$ cat src/rtl/input_conditioner.sv
// Conditions raw board pins: 2-FF synchronizers for buttons and switches, per-button
// debounce with registered press/release pulses, and a registered any-switch-changed pulse.
module input_conditioner #(
    parameter int NUM_BTN = 5,
    parameter int NUM_SW  = 24,
    parameter int CNT_MAX = 2_000_000,
    parameter int CNT_W   = 21
) (
    input  logic               clock,
    input  logic               reset,
    input  logic [NUM_BTN-1:0] btn_raw,
    input  logic [NUM_SW-1:0]  sw_raw,
    output logic [NUM_BTN-1:0] btn_level,
    output logic [NUM_BTN-1:0] btn_press,
    output logic [NUM_BTN-1:0] btn_release,
    output logic [NUM_SW-1:0]  sw_sync,
    output logic               sw_changed
);

    localparam logic [CNT_W-1:0] CNT_LAST = CNT_W'(CNT_MAX - 1);

    logic [NUM_BTN-1:0] btn_s1_q, btn_s2_q;
    logic [NUM_SW-1:0]  sw_s1_q, sw_s2_q, sw_prev_q;
    logic [CNT_W-1:0]   cnt_q [NUM_BTN];
    logic [CNT_W-1:0]   cnt_d [NUM_BTN];
    logic [NUM_BTN-1:0] level_q, level_d;
    logic [NUM_BTN-1:0] level_dly_q;
    logic [NUM_BTN-1:0] press_q, press_d;
    logic [NUM_BTN-1:0] release_q, release_d;
    logic               changed_q, changed_d;

    // A button is PENDING while its counter is non-zero; any agreement with the
    // current level drops it back to STABLE, so short glitches never accumulate.
    always_comb begin
        level_d = level_q;
        for (int i = 0; i < NUM_BTN; i++) begin
            cnt_d[i] = cnt_q[i];
            if (btn_s2_q[i] == level_q[i]) begin
                cnt_d[i] = '0;
            end else if (cnt_q[i] == CNT_LAST) begin
                cnt_d[i]   = '0;
                level_d[i] = btn_s2_q[i];
            end else begin
                cnt_d[i] = cnt_q[i] + CNT_W'(1);
            end
        end
    end

    always_comb begin
        press_d   = level_q & ~level_dly_q;
        release_d = ~level_q & level_dly_q;
        changed_d = |(sw_s2_q ^ sw_prev_q);
    end

    always_ff @(posedge clock) begin
        if (reset) begin
            btn_s1_q    <= '0;
            btn_s2_q    <= '0;
            sw_s1_q     <= '0;
            sw_s2_q     <= '0;
            sw_prev_q   <= '0;
            level_q     <= '0;
            level_dly_q <= '0;
            press_q     <= '0;
            release_q   <= '0;
            changed_q   <= 1'b0;
            for (int i = 0; i < NUM_BTN; i++) begin
                cnt_q[i] <= '0;
            end
        end else begin
            btn_s1_q    <= btn_raw;
            btn_s2_q    <= btn_s1_q;
            sw_s1_q     <= sw_raw;
            sw_s2_q     <= sw_s1_q;
            sw_prev_q   <= sw_s2_q;
            level_q     <= level_d;
            level_dly_q <= level_q;
            press_q     <= press_d;
            release_q   <= release_d;
            changed_q   <= changed_d;
            for (int i = 0; i < NUM_BTN; i++) begin
                cnt_q[i] <= cnt_d[i];
            end
        end
    end

    assign btn_level   = level_q;
    assign btn_press   = press_q;
    assign btn_release = release_q;
    assign sw_sync     = sw_s2_q;
    assign sw_changed  = changed_q;

endmodule

$ cat config.mk
export PLATFORM = sky130hd
export DESIGN_NAME = input_conditioner
export DESIGN_NICKNAME = d
export VERILOG_FILES = /design/src/rtl/input_conditioner.sv
export SDC_FILE = /design/constraint.sdc
export NUM_CORES = 1
export LEC_CHECK = 0
export BUFFER_PORTS_ARGS = -buffer_cell sky130_fd_sc_hd__clkbuf_2
export CAP_MARGIN = 25
export CORE_ASPECT_RATIO = 0.9
export CORE_MARGIN = 8
export CORE_UTILIZATION = 30
export DETAILED_ROUTE_END_ITERATION = 10
export MAX_ROUTING_LAYER = met4
export PLACE_DENSITY_LB_ADDON = 0.2
export SLEW_MARGIN = 20
export SYNTH_ARGS = -nofsm -noshare
export SYNTH_HDL_FRONTEND = slang
export SYNTH_SLANG_ARGS = --single-unit
$ cat constraint.sdc
create_clock -name clock -period 4.55 [get_ports clock]
set_input_delay 0.455 -clock clock [delete_from_list [all_inputs] [get_ports clock]]
set_output_delay 0.455 -clock clock [all_outputs]
set_load 0.02 [all_outputs]
=== After elaboration in Yosys (flattened, before gate mapping) ===
Memory sizes are Yosys's and may differ from the RTL's.
Index checks and enable logic that the tools add are counted.

* Mux-type cells: 18
* Add/subtract/negate cells: 5
* Reduce and logical (&&, ||, !) cells: 6
* Bitwise gates (word level): 15
* Equality and inequality tests: 10

{| class="wikitable"
|+ Operator list
! operator !! number
|-
| $mux W21 || 15
|-
| $add A21 B1 Y21 const B || 5
|-
| $eq A21 B21 Y1 const B || 5
|-
| $reduce_or A24 Y1 || 1
|-
| $xor A24 B24 Y24 || 1
|-
| $and A5 B5 Y5 || 2
|-
| $not A5 Y5 || 2
|-
| $reduce_and A2 Y1 || 5
|-
| $eq A1 B1 Y1 || 5
|-
| $not A1 Y1 || 5
|-
| $or A1 B1 Y1 || 5
|-
| $mux W1 || 3
|}

* Logic and storage cells: 69
* Input bits: 31
* Register bits after elaboration: 103
* Output and inout port bits: 40
* Memories kept: 1
* Bits in writable memories: 105

{| class="wikitable"
|+ Memory list
! name !! depth !! bits a word !! rd ports !! clocked after Yosys merged registers in !! write ports !! RTL line !! source
|-
| cnt_q || 5 || 21 || 5 || 0 || 5 || 24 || <nowiki>logic [CNT_W-1:0] cnt_q [NUM_BTN];</nowiki>
|}

=== Longest topological paths before layout ===
* Depth in word-level cells: 4
* Gate-level depth with buffers: 7
* Gate-level depth less buffers: 5

=== Least setup slack after synthesis ===
Ideal clock, no wire load.

* Path type: register to register
* Start: memory cnt_q[3][0], in the netlist cnt_q[0][63]
* End: memory cnt_q[3][18], in the netlist cnt_q[0][81]
* Path slack: 2.561 ns
* Setup time: 0.070 ns
* Buffers on the path: 1
* Arrival: 1.919 ns
* Data required time: 4.480 ns
* Clock period less this slack: 1.989 ns
* Stages on the path, launching flop included: 7
* Cells stage by stage: dfxtp_1 > ha_1 > nand3_1 > or4_1 > clkbuf_1 > or4_1 > a21oi_1

{| class="wikitable"
|+ RTL lines
! element !! RTL line
|-
| start, declared || 24
|}

==> impl_results.md <==
* Total GRT Usage at 9.705%
* EDFF count, synth at 0
* CP Capture Type: flop
* Mapped Cells at 817
* Hold Violations, Final at 0
* RR Startpoint: cnt_q[0][42]
* Status: complete, no violations
* Area growth syn-to-layout at 20.47%
* Via count at 5,581
* HPWL after DPL at 10,240 µm
* Critical Path Start: cnt_q[0][42]
* Congestion Overflow GR at 0
* Routed length per instance at ~12 µm
* Cell area after synthesis at 0.007878 mm²
* Syn Area/Cell at just under 10 µm²
* Overall die height at 169.7 µm
* Largest net degree at the start of global routing at 81
* Die area at 0.03171 mm²
* Pleak at between 3 and 4 nW
* Met2 Use GR at 14.35%
* Worst-margin pin slew at 792.6 ps
* Min cycle time layout at ~2200 ps
* Setup TNS at 0 ps
* Relative slew margins at approximately 47%
* Nature of the critical path startpoint: flop
* Hold_buf cts at 0
* Ratio of cells with drive above 1 in the final layout at approximately 14%
* TritonCTS clock tree: yes
* Global routing's busiest layer: met2
* Synth Net Count at 853
* Yosys top cell area share at 52.86%
* Synth area leader: dfxtp_1
* Worst Hold Launch: sw_raw[5]
* Utilization after layout at 36.61%
* Most frequent cells in the layout: dfxtp_1 (208), nor2b_1 (92), nor2_1 (80), clkbuf_2 (69), xnor2_1 (53)
* Grt met1 use at about an eighth
* Final net count at 927
* Fmax at approximately 450 MHz
* Antenna diodes at 0
* Post-Layout Cell Count at about 1.3k
* I/O pin cnt at approximately 70
* Ys flop type: dfxtp_1
* Clk slew on worst S/H paths at 60 ps
* Detail Route Antenna Nets at 0
* Placed cell count at 1,212
* Max incr delay on CP at 640 ps
* Sink Count at 208
* Class of the most critical setup path: flop to flop
* CTS H-Tree Depth at 1
* DR pass1 iterations at 5
* Starting Density at 30.39%
* Root Buffer: clkbuf_16
* Clock latency on the worst-skew pair at 520 ps
* Fin crit share at between 40% and 50%
* Worst VDD drop at 0.2437 mV
* Syn. warnings at 0
* Clock Path Buffers at 3
* Crit path buf inv count at 0
* GPL Wtd Cong at 0.7071
* First-pass GRT wire length at about 26,000 µm
* Synth unique cells at 47
* Crit-path max FO at 19
* Post-synthesis sequential area ratio at approximately 53%
* Top delay family on crit path: simple AND/OR/NAND/NOR gates
* Max-slew violation count at 0
* Max-cap violations at 0
* Commonest non-fill, non-tap cell in the layout: dfxtp_1
* Required time of the worst setup path at 4930 ps
* Asr flop ratio synth at 0%
* FP Rows at 56
* FF+latch count, synth at 208
* Post-Route WL at 15,220 µm
* Core box area at 0.02592 mm²
* Post CTS Setup Buffer Count at 0
* Num CTS Buffers at 25
* Worst clock skew at 7.171 ps
* Slowest CP cell: o21bai_2
* Pwr dens at ~440 mW/mm²
* Port Buffer Count at 70
* Setup violators final at 0
* DR vias/cell at between 4 and 5
* Initial antenna violation count at 0
* Die width at 186.8 µm
* Hold Path Class: input pin to flop
* Drt drc at 0
* Area contributors post-synth: dfxtp_1 (53%), nor2b_1 (7.3%), xnor2_1 (5.9%), xor2_1 (4.3%), nor2_1 (3.8%)
* DRT iter0 DRCs at 286
* RSZ-0062 raised after global routing: false
* Worst path cell trace: ha_1 > nand3_1 > or4_1 > o21bai_2 > nor2_1
* Worst Path Arrival at 2580 ps
* Post-CTS sizing at 0
* Hold_ws at 138.4 ps
* Vias in the first global route at roughly 5.3k
* Met3 Use GR at 3.081%
[layer usage]
layer  part of all wire [%]  vias up
met5                      0        -
met4                    2.5        0
met3                    6.1       21
met2                     42       87
met1                     49     2532
li1                       -     2941
[path summary, 6_finish.rpt]
| check | end | slack [ps] | cells past startpoint |
|---|---|---|---|
| worst max-delay path | cnt_q[0][55] | 2350 | 5 |
| worst min-delay path | sw_s1_q[5] | 140 | 2 |
| worst max register to register | cnt_q[0][55] | 2350 | 5 |
| worst min register to register | btn_press[4] | 400 | 1 |
[synth_stat cells, types with 6 or more instances]
library cell and number:
dfxtp_1 208, nor2b_1 92, nor2_1 80, xnor2_1 53, nand3_1 42, xor2_1 39, a21oi_1 34, nand2_1 31
inv_1 24, o21ai_0 24, clkbuf_1 21, or3_1 21, or4_1 19, nand4_1 18, nor3_1 15, nor4_1 12
o31ai_1 10, and4_1 9, and3_1 8, nor3b_1 6, nor4b_1 6
[where the power goes]
group / internal [mW] / switching, mW
Sequential: 1.85 / 0.0143
Clock: 1.40 / 0.763
Combinational: 0.0457 / 0.0559
Total: 3.30 / 0.833
[metrics by stage]
step	setup WS, ps	cell area [µm²]	total power, mW
after floorplan	2561	7878	1.972
after detailed placement	2319	8583	2.013
after global routing	2125	9490	4.304
after CTS	2305	9490	4.217
after global placement	2372	8583	2.013
final	2346	9490	4.135
[cells by family after synthesis]
| kind of cell | count (synthesis) | share of synthesized area [%] |
|---|---|---|
| xor+xnor | 92 | 10.23 |
| flops | 208 | 52.86 |
| fa+ha+maj | 5 | 0.7942 |
| simple gates | 384 | 27.78 |
| buf+inv | 50 | 2.478 |
| compound gates | 78 | 5.861 |
[worst reg2reg max path: stages (launching register included)]
cell	delay, ps
dfxtp_1	380
ha_1	230
nand3_1	150
or4_1	550
o21bai_2	640
nor2_1	110
[flip-flops by register name (all words and copies together), names as in the netlist]
signal and count:
sw_sync 24, cnt_q 105, sw_prev_q 24, btn_level 5
btn_press 5, btn_s2_q 5, btn_release 5, level_dly_q 5
btn_s1_q 5, sw_changed 1, sw_s1_q 24
[final cells by class]
cell class,instances,area [µm²]
Timing Repair Buffer,73,375.4
Inverter,24,90.09
Clock inverter,10,217.7
Fill cell,2648,16430
Clock buffer,34,689.4
Tap cell,348,435.4
Sequential cell,208,4164
Multi-Input combinational cell,559,3518
No activity file was read; power rests on OpenSTA's default activity.
